### src/rtl/kfps2kb_pkg.sv
// Shared constants, table entry layout and the fixed Tandy remap for the
// KFPS2KB scancode remapper.
package kfps2kb_pkg;

  // Translation modes; the encoding 2'd3 is treated like MODE_PASS
  localparam logic [1:0] MODE_PASS  = 2'd0;
  localparam logic [1:0] MODE_TANDY = 2'd1;
  localparam logic [1:0] MODE_TABLE = 2'd2;

  // XT prefix bytes
  localparam logic [7:0] SC_PREFIX_E0 = 8'hE0;
  localparam logic [7:0] SC_PREFIX_E1 = 8'hE1;

  // map_wdata layout: {valid, e0_match, in_code[6:0], out_code[6:0]}
  localparam int MAP_VALID_BIT = 15;
  localparam int MAP_E0_BIT    = 14;
  localparam int MAP_IN_LSB    = 7;
  localparam int MAP_OUT_LSB   = 0;

  typedef struct packed {
    logic       valid;
    logic       e0_match;
    logic [6:0] in_code;
    logic [6:0] out_code;
  } map_entry_t;

  // Fixed Tandy remap of the 7-bit make code; the break bit is handled by the caller
  function automatic logic [6:0] tandy_map(input logic [6:0] code7, input logic e0);
    logic [6:0] res;
    res = code7;
    if (e0) begin
      case (code7)
        7'h48:   res = 7'h29;
        7'h4B:   res = 7'h2B;
        7'h50:   res = 7'h4A;
        7'h4D:   res = 7'h4E;
        7'h47:   res = 7'h58;
        7'h1C:   res = 7'h57;
        7'h57:   res = 7'h59;
        7'h58:   res = 7'h5A;
        default: res = code7;
      endcase
    end else begin
      case (code7)
        7'h4A:   res = 7'h53;
        7'h4E:   res = 7'h55;
        7'h53:   res = 7'h56;
        7'h57:   res = 7'h59;
        7'h58:   res = 7'h5A;
        default: res = code7;
      endcase
    end
    return res;
  endfunction

endpackage

### src/rtl/kfps2kb_sync_fifo.sv
// Show-ahead synchronous byte FIFO with level, sticky overflow and flush.
// A push to a full FIFO is dropped even if a pop happens in the same cycle.
module kfps2kb_sync_fifo #(
  parameter int DEPTH = 8,
  parameter int W     = 8,
  localparam int PW   = (DEPTH > 1) ? $clog2(DEPTH) : 1,
  localparam int LW   = $clog2(DEPTH + 1)
) (
  input  logic          clock,
  input  logic          reset_n,
  input  logic          flush,
  input  logic          push,
  input  logic          pop,
  input  logic [W-1:0]  wdata,
  output logic [W-1:0]  rdata,
  output logic          empty,
  output logic          full,
  output logic [LW-1:0] level,
  output logic          overflow
);

  logic [W-1:0]  mem_r [DEPTH];
  logic [PW-1:0] wr_ptr_r;
  logic [PW-1:0] rd_ptr_r;
  logic [LW-1:0] level_r;
  logic          overflow_r;
  logic          full_s;
  logic          empty_s;
  logic          do_push_s;
  logic          do_pop_s;

  assign full_s    = (level_r == LW'(DEPTH));
  assign empty_s   = (level_r == {LW{1'b0}});
  assign do_push_s = push & ~full_s;
  assign do_pop_s  = pop & ~empty_s;

  // Head byte presented combinationally; zero when nothing is queued
  always_comb begin
    rdata = {W{1'b0}};
    if (!empty_s) begin
      rdata = mem_r[rd_ptr_r];
    end else begin
      rdata = {W{1'b0}};
    end
  end

  // Storage array; written only on an accepted push
  always_ff @(posedge clock or negedge reset_n) begin
    if (!reset_n) begin
      for (int i = 0; i < DEPTH; i++) begin
        mem_r[i] <= {W{1'b0}};
      end
    end else if (!flush && do_push_s) begin
      mem_r[wr_ptr_r] <= wdata;
    end
  end

  // Pointers, occupancy and sticky overflow; flush wins over push and pop
  always_ff @(posedge clock or negedge reset_n) begin
    if (!reset_n) begin
      wr_ptr_r   <= {PW{1'b0}};
      rd_ptr_r   <= {PW{1'b0}};
      level_r    <= {LW{1'b0}};
      overflow_r <= 1'b0;
    end else if (flush) begin
      wr_ptr_r   <= {PW{1'b0}};
      rd_ptr_r   <= {PW{1'b0}};
      level_r    <= {LW{1'b0}};
      overflow_r <= 1'b0;
    end else begin
      if (do_push_s) begin
        wr_ptr_r <= wr_ptr_r + PW'(1);
      end
      if (do_pop_s) begin
        rd_ptr_r <= rd_ptr_r + PW'(1);
      end
      case ({do_push_s, do_pop_s})
        2'b10:   level_r <= level_r + LW'(1);
        2'b01:   level_r <= level_r - LW'(1);
        default: level_r <= level_r;
      endcase
      if (push && full_s) begin
        overflow_r <= 1'b1;
      end
    end
  end

  assign empty    = empty_s;
  assign full     = full_s;
  assign level    = level_r;
  assign overflow = overflow_r;

endmodule

### src/rtl/kfps2kb_scancode_remapper.sv
// KFPS2KB scancode remapper: IRQ edge detect, E0/E1 prefix tracking,
// passthrough / Tandy / programmable-table translation and an output FIFO.
module kfps2kb_scancode_remapper
  import kfps2kb_pkg::*;
#(
  parameter int FIFO_DEPTH     = 8,
  parameter int MAP_ENTRIES    = 16,
  parameter int FORWARD_PREFIX = 1,
  parameter int DEFAULT_MODE   = 1,
  localparam int AW = (MAP_ENTRIES > 1) ? $clog2(MAP_ENTRIES) : 1,
  localparam int LW = $clog2(FIFO_DEPTH + 1)
) (
  input  logic          clock,
  input  logic          reset_n,
  input  logic [7:0]    scancode,
  input  logic          keybord_irq,
  input  logic [1:0]    mode,
  input  logic          flush,
  input  logic          map_we,
  input  logic [AW-1:0] map_addr,
  input  logic [15:0]   map_wdata,
  output logic [7:0]    out_data,
  output logic          out_valid,
  input  logic          out_ready,
  output logic [LW-1:0] fifo_level,
  output logic          overflow
);

  logic       irq_d_r;
  logic       rise_s;
  logic [1:0] mode_q_r;
  logic       mode_chg_s;
  logic       e0_pend_r;
  logic [1:0] e1_cnt_r;
  map_entry_t table_r [MAP_ENTRIES];
  map_entry_t wr_entry_s;
  logic       tbl_hit_s;
  logic [6:0] tbl_out_s;
  logic [6:0] map7_s;
  logic [7:0] byte_out_s;
  logic       queue_s;
  logic       push_s;
  logic       empty_s;
  logic       full_s;

  assign rise_s     = keybord_irq & ~irq_d_r;
  assign mode_chg_s = (mode_q_r != mode);

  // IRQ level history for rising-edge detection
  always_ff @(posedge clock or negedge reset_n) begin
    if (!reset_n) begin
      irq_d_r <= 1'b0;
    end else begin
      irq_d_r <= keybord_irq;
    end
  end

  // Registered mode; a byte sees the mode that was present the cycle before its rise
  always_ff @(posedge clock or negedge reset_n) begin
    if (!reset_n) begin
      mode_q_r <= 2'(DEFAULT_MODE);
    end else begin
      mode_q_r <= mode;
    end
  end

  // Prefix tracker; flush and a mode change discard any half-received sequence
  always_ff @(posedge clock or negedge reset_n) begin
    if (!reset_n) begin
      e0_pend_r <= 1'b0;
      e1_cnt_r  <= 2'd0;
    end else if (flush || mode_chg_s) begin
      e0_pend_r <= 1'b0;
      e1_cnt_r  <= 2'd0;
    end else if (rise_s) begin
      if (e1_cnt_r != 2'd0) begin
        e1_cnt_r <= e1_cnt_r - 2'd1;
      end else if (scancode == SC_PREFIX_E1) begin
        e1_cnt_r  <= 2'd2;
        e0_pend_r <= 1'b0;
      end else if (scancode == SC_PREFIX_E0) begin
        e0_pend_r <= 1'b1;
      end else begin
        e0_pend_r <= 1'b0;
      end
    end
  end

  // Unpack the write data into a table entry
  always_comb begin
    wr_entry_s          = '0;
    wr_entry_s.valid    = map_wdata[MAP_VALID_BIT];
    wr_entry_s.e0_match = map_wdata[MAP_E0_BIT];
    wr_entry_s.in_code  = map_wdata[MAP_IN_LSB +: 7];
    wr_entry_s.out_code = map_wdata[MAP_OUT_LSB +: 7];
  end

  // Programmable remap table; a write lands on the edge, so same-cycle lookups see old data
  always_ff @(posedge clock or negedge reset_n) begin
    if (!reset_n) begin
      for (int i = 0; i < MAP_ENTRIES; i++) begin
        table_r[i] <= '0;
      end
    end else if (map_we && (int'(map_addr) < MAP_ENTRIES)) begin
      table_r[map_addr] <= wr_entry_s;
    end
  end

  // Table lookup; the lowest-index hit wins, a miss passes the code through
  always_comb begin
    tbl_hit_s = 1'b0;
    tbl_out_s = scancode[6:0];
    for (int i = 0; i < MAP_ENTRIES; i++) begin
      if (!tbl_hit_s && table_r[i].valid &&
          (table_r[i].in_code == scancode[6:0]) &&
          (table_r[i].e0_match == e0_pend_r)) begin
        tbl_hit_s = 1'b1;
        tbl_out_s = table_r[i].out_code;
      end else begin
        tbl_hit_s = tbl_hit_s;
      end
    end
  end

  // Mode mux over the 7-bit make code
  always_comb begin
    map7_s = scancode[6:0];
    case (mode_q_r)
      MODE_TANDY: map7_s = tandy_map(scancode[6:0], e0_pend_r);
      MODE_TABLE: map7_s = tbl_out_s;
      default:    map7_s = scancode[6:0];
    endcase
  end

  // Decide what, if anything, the current byte contributes to the queue
  always_comb begin
    byte_out_s = scancode;
    queue_s    = 1'b0;
    if (e1_cnt_r != 2'd0) begin
      byte_out_s = scancode;
      queue_s    = 1'b1;
    end else if ((scancode == SC_PREFIX_E1) || (scancode == SC_PREFIX_E0)) begin
      byte_out_s = scancode;
      queue_s    = (FORWARD_PREFIX != 0);
    end else begin
      byte_out_s = {scancode[7], map7_s};
      queue_s    = 1'b1;
    end
  end

  assign push_s = rise_s & queue_s & ~flush;

  kfps2kb_sync_fifo #(
    .DEPTH (FIFO_DEPTH),
    .W     (8)
  ) u_fifo (
    .clock    (clock),
    .reset_n  (reset_n),
    .flush    (flush),
    .push     (push_s),
    .pop      (out_ready),
    .wdata    (byte_out_s),
    .rdata    (out_data),
    .empty    (empty_s),
    .full     (full_s),
    .level    (fifo_level),
    .overflow (overflow)
  );

  assign out_valid = ~empty_s;

endmodule

### config.mk
export PLATFORM = sky130hd
export DESIGN_NAME = kfps2kb_scancode_remapper
export DESIGN_NICKNAME = d
export VERILOG_FILES = /design/src/rtl/kfps2kb_pkg.sv /design/src/rtl/kfps2kb_sync_fifo.sv /design/src/rtl/kfps2kb_scancode_remapper.sv
export SDC_FILE = /design/constraint.sdc
export NUM_CORES = 1
export LEC_CHECK = 0
export CORE_UTILIZATION = 30
export CTS_CLUSTER_DIAMETER = 30
export DETAILED_ROUTE_END_ITERATION = 16
export PLACE_DENSITY = 0.53
export SLEW_MARGIN = 30
export SYNTH_ARGS = -nofsm -noshare
export SYNTH_HDL_FRONTEND = slang
export SYNTH_SLANG_ARGS = --single-unit
### constraint.sdc
create_clock -name clock -period 3.35 [get_ports clock]
set_input_delay 0.67 -clock clock [delete_from_list [all_inputs] [get_ports clock]]
set_output_delay 0.67 -clock clock [all_outputs]
set_load 0.02 [all_outputs]
# Word-level counts from Yosys, hierarchy flattened
# Index checks and enable logic that the tools add are counted.
totals:
  reg_bits: 337
  input_bits: 36
  output_inout_bits: 14
  wordCells: 296
op_classes:
  n_addsub: 5
  n_lt_le_gt_ge: 5
  eq_ne: 52
  mux: 64
  bitwise: 11
  n_reduce_logical: 79
op_table:
  columns: ["operator", "n"]
  rows:
  - ["$bwmux 256", 1]
  - ["$mux 7", 19]
  - ["$eq 7x7->1", 16]
  - ["$eq 7x7->1 const B", 10]
  - ["$bwmux 64", 1]
  - ["$demux 16 s4", 1]
  - ["$pmux 7 s8", 1]
  - ["$logic_and 1x1->1", 51]
  - ["$pmux 7 s5", 1]
  - ["$mux 8", 4]
  - ["$bmux 8 s3", 1]
  - ["$demux 8 s3", 1]
  - ["$mux 1", 22]
  - ["$eq 1x1->1", 16]
  - ["$eq 8x8->1 const B", 2]
  - ["$logic_not 1->1", 16]
  - ["$mux 16", 1]
  - ["$pmux 7 s2", 1]
  - ["$mux 3", 4]
  - ["$reduce_bool 2->1", 5]
  - ["$ge 4x4->1 const B", 2]
  - ["$mux 2", 4]
  - ["$not 3->4", 2]
  - ["$pmux 4 s2", 1]
  - ["21 further kinds", 33]

# Longest topological paths before layout
# Gate-level depths: netlist (run 1).
logic_depth:
  word_depth: 83
  ltp_mapped: 14
  ltp_nobuf: 12

# Hierarchy
# From an unflattened synthesis (run 1), not the netlist that was laid out.
hier_totals:
  hier_cells: 1443
  area_unflattened_um2: 17320.4
modules_own_cells:
  columns: ["module", "instances", "cells_each", "area_each_um2", "seq_area_each_um2"]
  rows:
  - ["kfps2kb_scancode_remapper", 1, 1193, 13714.4, 6557.5]
  - ["kfps2kb_sync_fifo", 1, 250, 3606.0, 1876.8]

# Worst setup path after synthesis (run 1)
# Ideal clock, no wire load.
synth_timing:
  path_type: "input port to flip-flop"
  start: "input port scancode[5]"
  end: "register u_fifo.mem_r[36] (netlist name)"
  setup_time_ns: 0.128
  t_arrival_ns: 3.077
  t_required_ns: 3.222
  path_slack_ns: 0.146
  path_stages: 13
  n_path_buf: 3
  path_cell_list: "buf_4 > buf_8 > xnor2_1 > nand4_2 > nor3_4 > or4_4 > buf_6 > or2_4 > o2bb2ai_4 > nor3_2 > a211oi_2 > o22ai_2 > mux2_1"
synth_via:
  elab_chain_cells: 83
  word_cells_on_any_way: 130
  classes_between: "eq/ne (29); mux (38); reduce/logical (63)"
synth_lines:
  columns: ["element", "line_no", "text"]
  rows:
  - ["from (decl)", "kfps2kb_scancode_remapper.sv:15", "input logic [7:0] scancode,"]
  - ["$eq 7x7->1", "kfps2kb_scancode_remapper.sv:115", "(table_r[i].in_code == scancode[6:0]) &&"]
  - ["$logic_and 1x1->1", "kfps2kb_scancode_remapper.sv:114", "if (!tbl_hit_s && table_r[i].valid &&"]
  - ["$logic_and 1x1->1", "kfps2kb_scancode_remapper.sv:115", null]
  - ["$mux 1", "kfps2kb_scancode_remapper.sv:114", null]
  - ["$logic_not 1->1", "kfps2kb_scancode_remapper.sv:114", null]
  - ["$logic_and 1x1->1 (2 in series)", "kfps2kb_scancode_remapper.sv:114", null]
  - ["$logic_and 1x1->1", "kfps2kb_scancode_remapper.sv:115", null]
  - ["$mux 1", "kfps2kb_scancode_remapper.sv:114", null]
  - ["[... 65 more ...]", null, null]
  - ["$logic_not 1->1", "kfps2kb_scancode_remapper.sv:114", null]
  - ["$logic_and 1x1->1 (2 in series)", "kfps2kb_scancode_remapper.sv:114", null]
  - ["$logic_and 1x1->1", "kfps2kb_scancode_remapper.sv:115", null]
  - ["$mux 7", "kfps2kb_scancode_remapper.sv:114", null]
  - ["$pmux 7 s2", "kfps2kb_scancode_remapper.sv:128", "case (mode_q_r)"]
  - ["$mux 7 *", "kfps2kb_scancode_remapper.sv:142", "end else if ((scancode == SC_PREFIX_E1) || (scancode == SC_PREFIX_E0)) begin"]
  - ["$mux 7 *", "kfps2kb_scancode_remapper.sv:139", "if (e1_cnt_r != 2'd0) begin"]
  - ["$bwmux 64 *", "kfps2kb_sync_fifo.sv:54", "mem_r[wr_ptr_r] <= wdata;"]
  - ["to (signal, indexed assignment)", "kfps2kb_sync_fifo.sv:51", "mem_r[i] <= {W{1'b0}};"]
  - ["to (signal, indexed assignment)", "kfps2kb_sync_fifo.sv:54", null]
  - ["to (decl)", "kfps2kb_sync_fifo.sv:22", "logic [W-1:0] mem_r [DEPTH];"]
# Mark *: on every way between the ends. The rest lies on a longest branch, timed or not.
# A chain may end at the register's enable or synchronous reset.

# Worst setup path after layout (run 1)
layout_timing:
  start: "register e0_pend_r"
  end: "register u_fifo.mem_r[28] (netlist name)"
layout_via:
  elab_chain_cells: 82
  word_cells_on_any_way: 113
  classes_between: "eq/ne (16); mux (36); reduce/logical (61)"
layout_lines:
  columns: ["element", "line_no", "text"]
  rows:
  - ["from (decl)", "kfps2kb_scancode_remapper.sv:33", "logic e0_pend_r;"]
  - ["from (signal assigned)", "kfps2kb_scancode_remapper.sv:70", "e0_pend_r <= 1'b0;"]
  - ["from (signal assigned)", "kfps2kb_scancode_remapper.sv:73", "e0_pend_r <= 1'b0;"]
  - ["from (signal assigned)", "kfps2kb_scancode_remapper.sv:80", "e0_pend_r <= 1'b0;"]
  - ["$eq 1x1->1", "kfps2kb_scancode_remapper.sv:116", "(table_r[i].e0_match == e0_pend_r)) begin"]
  - ["$logic_and 1x1->1", "kfps2kb_scancode_remapper.sv:115", null]
  - ["$mux 1", "kfps2kb_scancode_remapper.sv:114", null]
  - ["$logic_not 1->1", "kfps2kb_scancode_remapper.sv:114", null]
  - ["$logic_and 1x1->1 (2 in series)", "kfps2kb_scancode_remapper.sv:114", null]
  - ["$logic_and 1x1->1", "kfps2kb_scancode_remapper.sv:115", null]
  - ["$mux 1", "kfps2kb_scancode_remapper.sv:114", null]
  - ["$logic_not 1->1", "kfps2kb_scancode_remapper.sv:114", null]
  - ["[... 64 more ...]", null, null]
  - ["$logic_not 1->1", "kfps2kb_scancode_remapper.sv:114", null]
  - ["$logic_and 1x1->1 (2 in series)", "kfps2kb_scancode_remapper.sv:114", null]
  - ["$logic_and 1x1->1", "kfps2kb_scancode_remapper.sv:115", null]
  - ["$mux 7", "kfps2kb_scancode_remapper.sv:114", null]
  - ["$pmux 7 s2 *", "kfps2kb_scancode_remapper.sv:128", null]
  - ["$mux 7 *", "kfps2kb_scancode_remapper.sv:142", null]
  - ["$mux 7 *", "kfps2kb_scancode_remapper.sv:139", null]
  - ["$bwmux 64 *", "kfps2kb_sync_fifo.sv:54", null]
# Marked as above.

==> results of run 1 <==
cells in the final DEF (no fill, tap or decap), types with 14 or more instances in the layout:
cell type                         Yosys  routed
sky130_fd_sc_hd__clkdlybuf4s50_1      0      36
sky130_fd_sc_hd__xor2_1              21      21
sky130_fd_sc_hd__nand4_1             19      19
sky130_fd_sc_hd__nand3_1             34      33
sky130_fd_sc_hd__mux2i_1             19      17
sky130_fd_sc_hd__or3_1               21      17
sky130_fd_sc_hd__nor3_1              35      32
sky130_fd_sc_hd__nor2_1              79      77
sky130_fd_sc_hd__clkinvlp_4           0      14
sky130_fd_sc_hd__mux4_2              16      16
sky130_fd_sc_hd__buf_12               1      19
sky130_fd_sc_hd__mux2_2             299     299
sky130_fd_sc_hd__inv_1               26      26
sky130_fd_sc_hd__clkbuf_16            0      79
sky130_fd_sc_hd__nand2_1             78      78
sky130_fd_sc_hd__o21ai_0             31      31
sky130_fd_sc_hd__dfrtp_1            336     335
sky130_fd_sc_hd__buf_4                2     206
sky130_fd_sc_hd__o31ai_1             17      16
sky130_fd_sc_hd__xnor2_1            119     118
sky130_fd_sc_hd__a21oi_1             31      28
layer usage:
layer | vias up | wire (um) | track usage (%) | part of all wire, %
li1 | 5865 | - | - | -
met3 | 81 | 1630 | 3.07 | 3.2
met2 | 241 | 25400 | 30.1 | 50
met4 | 0 | 1150 | 5.53 | 2.3
met1 | 6565 | 23000 | 22.7 | 45
met5 | - | 0 | 0 | 0
cells by family (layout without fill, tap and decap cells):
logic type                 count (synthesis)  after routing  synth area share, %
and+or+nand+nor                          347            347                 10.6
muxes                                    342            342                 23.0
DFF                                      337            337                 48.4
AOI/OAI and AO/OA                        174            174                 7.06
xor gates and xnor gates                 140            140                 7.03
buffers and inverters                    112            449                 3.28
adders and majority gates                  9              9                0.689
final timing paths:
kind | startpoint | endpoint | slack (ns)
setup reg to reg | e0_pend_r$_DFFE_PN0P_ | u_fifo.mem_r[28]$_DFFE_PN0P_ | 0.1
setup / recovery | e0_pend_r$_DFFE_PN0P_ | u_fifo.mem_r[28]$_DFFE_PN0P_ | 0.1
hold reg to reg | u_fifo.mem_r[6]$_DFFE_PN0P_ | u_fifo.mem_r[6]$_DFFE_PN0P_ | 0.47
min in group clock | u_fifo.mem_r[6]$_DFFE_PN0P_ | u_fifo.mem_r[6]$_DFFE_PN0P_ | 0.47
max in group asynchronous | reset_n | table_r[220]$_DFFE_PN0P_ | 2.30
hold / removal | reset_n | table_r[18]$_DFFE_PN0P_ | 0.08
final cells by class:
class | instances | area (um^2)
clock buffer | 96 | 2130
sequential | 337 | 8440
inverter | 26 | 97.6
multi-input combinational | 1012 | 8660
fill | 5391 | 33700
timing repair buffer | 278 | 2440
tap | 756 | 946
clock inverter | 49 | 493
sequential cells by signal, summed over array words and instances, names as in the netlist, 2 cells and up:
register,flops
table_r,256
u_fifo.wr_ptr_r,3
u_fifo.mem_r,64
mode_q_r,2
u_fifo.level,4
e1_cnt_r,2
u_fifo.rd_ptr_r,3
what timing repair did:
item	in CTS	in global routing
pin swaps	0	13
cloned	0	0
endpoints found under the setup margin	35	57
buffers inserted	0	11
gates resized for setup	14	40
power by group through the flow:
stage / clock network (W) / registers [W] / logic, W
after floorplan: 0 / 0.00542 / 0.00207
after global placement: 0 / 0.00555 / 0.00307
after detailed placement: 0 / 0.00559 / 0.00315
after CTS: 0.00759 / 0.00554 / 0.00318
after global routing: 0.00781 / 0.00565 / 0.00349
final: 0.00746 / 0.00555 / 0.00319
stage by stage:
step	cell area, um^2	setup TNS (ns)	hold slack [ns]
2_1_floorplan	17400	0	0.374
3_3_place_gp	20300	-33.09	0.455
3_5_place_dp	20300	-34.86	0.461
4_1_cts	22900	0	0.0936
5_1_grt	23200	0	0.124
6_report	23200	0	0.0815
==> summary.log, run 1 <==
qor: clock_network.clk-insertion-delay-late 0.61 ns
qor: sta.clk_skew 0.0246 ns
qor: clock_network.ctsLongestPathBuffers 3
qor: power.share_seq_of_total_power 34.3%
qor: place.globalplace.congestion 0.844
qor: sta.final_number_of_setup_violating_endpoints 0
qor: setup_path.critPathRequiredTime 3.83 ns
qor: finish.layout.cells.non_filler 2,554
qor: clock_network.cts_hold_buf 0
qor: setup_path.crit_arrival 3.73 ns
qor: setup_path.cp-start-kind register
qor: finish.postLayoutCoreUtil 40.7%
qor: setup_path.path_cells buf_12 -> xnor2_1 -> nand3_2 -> nor3_2 -> buf_4 -> or4_4 -> or2_4 -> buf_4 -> o2bb2ai_4 -> nor3_1 -> a211oi_4 -> o22ai_4 -> mux2_1
qor: clock_network.clkSinkCount 337
qor: logic_synthesis.synth_enable_flop_cells 0
qor: logic_synthesis.synth_top_area_share 48.2%
qor: place.buffer_ports.inserted 49
qor: sta.timing.max_slew.rel_slack 32.8%
qor: grt.grt_start_max_net_pins 86
qor: grt.antenna_found_initial 0
qor: sta.fmaxAchievable 307 MHz
qor: floorplan.initial_utilization 30.6%
qor: floorplan.dieWidth 243 um
qor: place.detailedPlacementHpwl 35.1 mm
qor: setup_path.timing.critical_path.slowest_cell_delay 0.56 ns
qor: logic_synthesis.ys_seq_elements 337
qor: floorplan.io_pins 50
qor: logic_synthesis.netlist_instances 1,461
qor: floorplan.fp.dieArea 59,100 um^2
qor: sta.slew_viol_final 0
qor: setup_path.cpMostUsedCell sky130_fd_sc_hd__buf_4
qor: sta.final_period_minus_worst_setup_slack 3.25 ns
qor: grt.track_usage 17.7%
qor: power.power.leakage 10.0 nW
qor: setup_path.reg2regPathDepth 13
qor: logic_synthesis.synthFlopType sky130_fd_sc_hd__dfrtp_1
qor: logic_synthesis.synth.area.top_cells sky130_fd_sc_hd__dfrtp_1 (48%), sky130_fd_sc_hd__mux2_2 (19%), sky130_fd_sc_hd__xnor2_1 (6.0%)
qor: sta.fin_crit_sh 97.1%
qor: finish.final_layout_size_suffix_gt1_share 42.5%
qor: clock_network.cts_inserted_buffers 78
qor: grt.grt_first_pass_wirelength 80.8 mm
qor: logic_synthesis.post-synth-top-count-cell sky130_fd_sc_hd__dfrtp_1
qor: route.drt_first_iter_violations 662
qor: hold_path.hold_path_class in -> async
qor: logic_synthesis.synth_warnings 0
qor: clock_network.clkSlewWorstSetupHoldPaths 0.05 ns
qor: power.p_comb_share 19.7%
qor: logic_synthesis.synth.avg_cell_area 11.9 um^2
qor: route.detailedRoute.firstPassIterationCount 5
qor: grt.number_of_global_route_vias_before_repair 13,500
qor: route.drc_errors 0
qor: power.total_power 0.0162 W
qor: grt.grt_overflow_total 0
qor: run.max_cap_violations 0
qor: clock_network.clockRootBuffer sky130_fd_sc_hd__clkbuf_16
qor: setup_path.timing.critical_path.buf_inv 3
qor: sta.post-route-worst-setup-slack 0.0967 ns
qor: setup_path.critical_path.slowest_cell sky130_fd_sc_hd__or4_4
qor: place.place_inst 2,398
qor: outcome.outcome finished clean
qor: sta.count_of_final_hold_check_violations 0
qor: logic_synthesis.yosysUniqueCellTypes 86
qor: clock_network.h-tree-depth 3
qor: route.antenna_left 0
qor: power.power.density_cell_area 698 nW/um^2
qor: sta.tightestPinTransition 1.00 ns
qor: setup_path.worstSetupPathType reg -> reg
qor: logic_synthesis.cell_accounting_for_the_most_synthesized_area sky130_fd_sc_hd__dfrtp_1
qor: sta.rsz0062_at_grt no
qor: setup_path.critical_path_depth 13
qor: setup_path.critPathCaptureType register
qor: power.power.clock.fraction 46.1%
qor: power.power.net_switching 0.00463 W
qor: power.switching_share 28.6%
qor: logic_synthesis.synth.top_cells.by_count sky130_fd_sc_hd__dfrtp_1 (336), sky130_fd_sc_hd__mux2_2 (299), sky130_fd_sc_hd__xnor2_1 (119)
qor: clock_network.cts_tree done
qor: floorplan.design.core.area 56,900 um^2
qor: power.max-vdd-ir-drop 557 uV
qor: logic_synthesis.async_reset_ff_share 100%
qor: logic_synthesis.synth.cell_area 17,400 um^2
qor: floorplan.dieHeight 243 um
qor: logic_synthesis.synthesis.nets 1,506
qor: power.internal_power 0.0116 W
qor: route.wirelength 51.1 mm
qor: setup_path.worst-path-max-fanout 19
qor: route.detailroute.via_count 12,800
qor: route.wl_per_cell 20.0 um
qor: route.detail_route.vias_per_cell 4.99
qor: finish.final_net_count 1,778
qor: floorplan.std_cell_rows 87
qor: place.placement.setup.worst_slack -0.682 ns
qor: finish.syn2layout_area_growth 33.1%
qor: setup_path.critPathTopFamily simple AND/OR/NAND/NOR gates
qor: logic_synthesis.sequential_fraction_of_the_synthesis_area 48.4%
qor: finish.num_antenna_cells 0
No activity file was read; power rests on OpenSTA's default activity.
==> inputs of run 2 (changes only) <==
Settings changed: CORE_MARGIN from default to 5.
Clock period 3.35 ns to 3.2 ns, I/O delays scaled along.
==> summary.log, run 2 (synthesis gave the netlist of run 1 again) <==
qor: route.dr.max_layer_used met4
qor: sta.clk_skew 0.0450 ns
qor: sta.fin_crit_sh 98.5%
qor: sta.final_period_minus_worst_setup_slack 3.15 ns
qor: route.detailedRoute.firstPassIterationCount 7
qor: grt.grt_overflow_total 0
qor: clock_network.clk-insertion-delay-late 0.62 ns
qor: setup_path.crit_arrival 3.66 ns
qor: sta.final_number_of_setup_violating_endpoints 0
qor: finish.commonest_non_fill_non_tap_cell_in_the_layout sky130_fd_sc_hd__dfrtp_1
qor: finish.num_antenna_cells 0
qor: place.placement.setup.worst_slack -0.874 ns
qor: clock_network.clkSlewWorstSetupHoldPaths 0.04 ns
qor: hold_path.hold_depth 1
qor: setup_path.critPathRequiredTime 3.70 ns
qor: route.drt_first_iter_violations 810
qor: setup_path.critPathCaptureType register
qor: route.wl_met3 1.88 mm
qor: outcome.outcome finished clean
qor: floorplan.std_cell_rows 88
qor: floorplan.design.core.area 57,600 um^2
qor: sta.fmaxAchievable 317 MHz
qor: sta.slew_viol_final 0
qor: grt.antenna_found_initial 0
qor: setup_path.cp-start-kind register
qor: route.antenna_left 0
qor: clock_network.clockRootBuffer sky130_fd_sc_hd__clkbuf_16
qor: route.detail_route.vias_per_cell 5.02
qor: sta.rsz0062_at_grt yes
qor: power.total_power 0.0182 W
qor: route.detailroute.via_count 12,900
qor: power.power.leakage 10.4 nW
qor: finish.registers.top_by_ff_count table_r
qor: sta.tightestPinTransition 1.03 ns
qor: floorplan.io_pins 50
qor: grt.grt_first_pass_wirelength 79.7 mm
qor: place.buffer_ports.inserted 49
qor: hold_path.hold_path_class in -> reg
qor: grt.track_usage 16.1%
qor: grt.number_of_global_route_vias_before_repair 13,600
qor: place.detailedPlacementHpwl 34.9 mm
qor: clock_network.cts_tree done
qor: setup_path.worst-path-max-fanout 9
qor: route.wirelength 51.5 mm
qor: floorplan.dieWidth 251 um
qor: floorplan.dieHeight 251 um
qor: finish.final_layout_size_suffix_gt1_share 44.0%
qor: setup_path.worstSetupPathType reg -> reg
qor: floorplan.fp.dieArea 63,000 um^2
qor: finish.syn2layout_area_growth 36.9%
qor: route.wirelength_met1 21.9 mm
qor: finish.largest_register_ff_count 256
qor: finish.most-common-layout-cells sky130_fd_sc_hd__dfrtp_1 (335), sky130_fd_sc_hd__mux2_2 (298), sky130_fd_sc_hd__buf_4 (197)
qor: clock_network.ctsLongestPathBuffers 3
qor: route.drc_errors 0
qor: place.globalplace.congestion 0.872
qor: sta.post-route-worst-setup-slack 0.0467 ns
qor: grt.grt_start_max_net_pins 77
qor: finish.final_net_count 1,781
qor: floorplan.initial_utilization 30.3%
qor: sta.timing.max_slew.rel_slack 31.4%
qor: clock_network.h-tree-depth 3
qor: route.met2_wirelength 26.3 mm
qor: sta.count_of_final_hold_check_violations 0
qor: run.max_cap_violations 0
qor: finish.postLayoutCoreUtil 41.4%
qor: power.power.density_cell_area 764 nW/um^2
qor: sta.tns 0 ns
qor: clock_network.cts_inserted_buffers 88
qor: clock_network.clkSinkCount 337
qor: power.max-vdd-ir-drop 516 uV
qor: route.wl_per_cell 20.0 um
qor: setup_path.reg2regPathDepth 15
qor: sta.hold-worst-slack 0.473 ns
==> run 2: cell types whose count changed in the layout (fill, tap and decap cells not counted), sizes merged, moves of 2 or more <==
cell	previous run	this run
dlymetal6s2s	3	1
clkinvlp	14	1
inv	37	27
dlygate4sd2	0	6
bufinv	4	8
clkbuf	96	131
buf	239	228
==> run 2: metal layers <==
| metal | vias to the layer above | global-route usage [%] |
|---|---|---|
| met2 | 280 | 28.1 |
| met5 | - | 0 |
| met4 | 0 | 5.64 |
| met3 | 103 | 3.13 |
| li1 | 5868 | - |
| met1 | 6665 | 20.0 |
==> run 2: stage by stage <==
step           cell area [um^2]  cells
3_5_place_dp              20100   2395
3_3_place_gp              20100   2395
4_1_cts                   23400   2565
6_report                  23900   2573
5_1_grt                   23900   2573
2_1_floorplan             17400   1461
==> run 2: repair_timing <==
action / 4_1_cts / 5_1_grt
hold buffers: 1 / 0
setup buffers: 8 / 11
endpoints found under the setup margin: 64 / 57
hold endpoints to repair: 14 / 0
resized for setup: 30 / 78
pin swaps: 12 / 29
==> run 2: critical path: stages, from the launching register on <==
cell and delay, ns:
sky130_fd_sc_hd__dfrtp_1 0.39, sky130_fd_sc_hd__buf_12 0.16, sky130_fd_sc_hd__buf_12 0.16, sky130_fd_sc_hd__xnor2_1 0.18, sky130_fd_sc_hd__nand3_2 0.14, sky130_fd_sc_hd__buf_4 0.16
sky130_fd_sc_hd__or3_1 0.36, sky130_fd_sc_hd__buf_4 0.17, sky130_fd_sc_hd__nor2_1 0.12, sky130_fd_sc_hd__a21oi_2 0.06, sky130_fd_sc_hd__nand3_1 0.11, sky130_fd_sc_hd__a31oi_1 0.14
sky130_fd_sc_hd__o211ai_1 0.27, sky130_fd_sc_hd__nand4_1 0.19, sky130_fd_sc_hd__buf_6 0.18, sky130_fd_sc_hd__mux2_2 0.26
==> run 2: report_power, final <==
part	total (W)	internal (W)	switching, W
logic	0.00334	0.00179	0.00155
clock network	0.00907	0.00639	0.00268
registers	0.00580	0.00519	0.000614
total	0.0182	0.0134	0.00485
==> run 2: final timing paths <==
check / startpoint / to / slack, ns
max: e0_pend_r$_DFFE_PN0P_ / u_fifo.mem_r[61]$_DFFE_PN0P_ / 0.05
min: mode[0] / mode_q_r[0]$_DFF_PN1_ / 0.47
max reg2reg: e0_pend_r$_DFFE_PN0P_ / u_fifo.mem_r[61]$_DFFE_PN0P_ / 0.05
min reg2reg: u_fifo.mem_r[6]$_DFFE_PN0P_ / u_fifo.mem_r[6]$_DFFE_PN0P_ / 0.47
max in group asynchronous: reset_n / table_r[148]$_DFFE_PN0P_ / 1.77
min in group asynchronous: reset_n / u_fifo.mem_r[29]$_DFFE_PN0P_ / 0.55
==> run 2: layout make-up <==
cell class	instances	area, um^2
Sequential cell	337	8440
Timing Repair Buffer	271	2380
Inverter	26	97.6
Clock buffer	131	2690
Multi-Input combinational cell	1012	8860
Tap cell	765	957
Fill cell	5410	33700
Clock inverter	31	448
==> inputs of run 3 (changes only) <==
Settings changed: HOLD_SLACK_MARGIN from default to 0.05, SKIP_CTS_REPAIR_TIMING from default to 1.
==> summary.log, run 3 (synthesis gave the netlist of run 1 again) <==
qor: floorplan.initial_utilization 30.3%
qor: hold_path.hold_depth 2
qor: finish.postLayoutCoreUtil 41.2%
qor: route.detailroute.via_count 12,800
qor: clock_network.clkSlewWorstSetupHoldPaths 0.04 ns
qor: run.max_cap_violations 0
qor: sta.timing.max_slew.rel_slack 31.4%
qor: finish.commonest_non_fill_non_tap_cell_in_the_layout sky130_fd_sc_hd__dfrtp_1
qor: setup_path.worstSetupPathType reg -> reg
qor: route.antenna_left 0
qor: setup_path.crit_arrival 3.62 ns
qor: clock_network.clk-insertion-delay-late 0.62 ns
qor: floorplan.fp.dieArea 63,000 um^2
qor: power.max-vdd-ir-drop 514 uV
qor: setup_path.reg2regPathDepth 13
qor: clock_network.clockRootBuffer sky130_fd_sc_hd__clkbuf_16
qor: finish.registers.top_by_ff_count table_r
qor: floorplan.dieHeight 251 um
qor: finish.largest_register_ff_count 256
qor: place.place_inst 2,395
qor: clock_network.cts_tree done
qor: finish.final_layout_size_suffix_gt1_share 42.7%
qor: setup_path.critPathCaptureType register
qor: finish.final_net_count 1,768
qor: clock_network.ctsLongestPathBuffers 3
qor: hold_path.hold_path_class reg -> reg
qor: grt.grt_overflow_total 0
qor: sta.count_of_final_hold_check_violations 0
qor: sta.clk_skew 0.0429 ns
qor: place.detailedPlacementHpwl 34.9 mm
qor: grt.antenna_found_initial 0
qor: clock_network.cts_inserted_buffers 88
qor: place.buffer_ports.inserted 49
qor: grt.grt_start_max_net_pins 77
qor: clock_network.clkSinkCount 337
qor: route.drt_first_iter_violations 857
qor: setup_path.critPathRequiredTime 3.66 ns
qor: sta.fin_crit_sh 98.8%
qor: finish.most-common-layout-cells sky130_fd_sc_hd__dfrtp_1 (335), sky130_fd_sc_hd__mux2_2 (298), sky130_fd_sc_hd__buf_4 (188)
qor: route.wirelength 51.3 mm
qor: setup_path.cp-start-kind register
qor: floorplan.design.core.area 57,600 um^2
qor: grt.number_of_global_route_vias_before_repair 13,500
qor: grt.track_usage 16.0%
qor: sta.fmaxAchievable 316 MHz
qor: route.detailedRoute.firstPassIterationCount 5
qor: sta.rsz0062_at_grt yes
qor: route.detail_route.vias_per_cell 4.99
qor: finish.syn2layout_area_growth 36.0%
qor: place.globalplace.congestion 0.872
qor: sta.final_number_of_setup_violating_endpoints 0
qor: floorplan.io_pins 50
qor: route.wl_per_cell 20.0 um
qor: floorplan.dieWidth 251 um
qor: floorplan.std_cell_rows 88
qor: setup_path.worst-path-max-fanout 8
qor: power.power.density_cell_area 768 nW/um^2
qor: outcome.outcome finished clean
qor: finish.num_antenna_cells 0
qor: route.drc_errors 0
qor: power.total_power 0.0182 W
qor: power.power.leakage 10.4 nW
qor: grt.grt_first_pass_wirelength 79.3 mm
qor: sta.hold-worst-slack 0.474 ns
qor: clock_network.h-tree-depth 3
qor: sta.final_period_minus_worst_setup_slack 3.16 ns
qor: place.placement.setup.worst_slack -0.874 ns
qor: finish.layout.cells.non_filler 2,560
qor: sta.post-route-worst-setup-slack 0.0385 ns
qor: sta.tightestPinTransition 1.03 ns
qor: sta.slew_viol_final 0
qor: finish.final.fill_count 5,417
-- run 3: per-stage QoR --
| stage | setup TNS [ns] | area (um^2) |
|---|---|---|
| after floorplan | 0 | 17400 |
| after global placement | -43.30 | 20100 |
| after detailed placement | -45.05 | 20100 |
| after CTS | -10.12 | 23300 |
| after global routing | -1.96 | 23700 |
| final | 0 | 23700 |
-- run 3: metal layers --
layer / vias to the layer above / part of all wire (%) / wire length, um / global-route usage, %
met5: - / 0 / 0 / 0
met4: 0 / 2.8 / 1430 / 5.40
met3: 103 / 3.5 / 1800 / 3.04
met2: 272 / 51 / 26100 / 28.0
met1: 6573 / 43 / 22000 / 19.9
li1: 5838 / - / - / -
-- run 3: area by class of cell --
| cell class | instances | area (um^2) | area share (%) |
|---|---|---|---|
| multi-input cells | 1012 | 8810 | 37.2 |
| flip-flops and latches | 337 | 8440 | 35.6 |
| clock buffers | 131 | 2690 | 11.3 |
| repair buffers | 258 | 2280 | 9.60 |
| well taps | 765 | 957 | 4.04 |
| clock inverters | 31 | 448 | 1.89 |
| inverters | 26 | 97.6 | 0.412 |
-- run 3: worst max-delay path: stages (launching register included) --
cell and delay (ns):
sky130_fd_sc_hd__dfrtp_1 0.39, sky130_fd_sc_hd__buf_12 0.16, sky130_fd_sc_hd__xnor2_2 0.16, sky130_fd_sc_hd__nand4_2 0.17, sky130_fd_sc_hd__nor3_4 0.41, sky130_fd_sc_hd__buf_4 0.19, sky130_fd_sc_hd__mux2i_1 0.19, sky130_fd_sc_hd__a32oi_1 0.14
sky130_fd_sc_hd__a22oi_2 0.32, sky130_fd_sc_hd__o32ai_4 0.17, sky130_fd_sc_hd__a21oi_2 0.18, sky130_fd_sc_hd__buf_4 0.14, sky130_fd_sc_hd__o22ai_4 0.09, sky130_fd_sc_hd__mux2_2 0.30
-- run 3: worst paths after layout --
path / start / end / slack, ns
worst min register to register: u_fifo.mem_r[6]$_DFFE_PN0P_ / u_fifo.mem_r[6]$_DFFE_PN0P_ / 0.47
worst min-delay path: u_fifo.mem_r[6]$_DFFE_PN0P_ / u_fifo.mem_r[6]$_DFFE_PN0P_ / 0.47
min in group asynchronous: reset_n / u_fifo.mem_r[29]$_DFFE_PN0P_ / 0.55
worst max register to register: e0_pend_r$_DFFE_PN0P_ / u_fifo.mem_r[33]$_DFFE_PN0P_ / 0.04
max in group asynchronous: reset_n / table_r[216]$_DFFE_PN0P_ / 1.76
worst max-delay path: e0_pend_r$_DFFE_PN0P_ / u_fifo.mem_r[33]$_DFFE_PN0P_ / 0.04
-- run 3: power breakdown --
part	switching, W	total, W	internal [W]
logic	0.00155	0.00334	0.00180
clock network	0.00268	0.00907	0.00639
registers	0.000613	0.00580	0.00519
total	0.00483	0.0182	0.0134
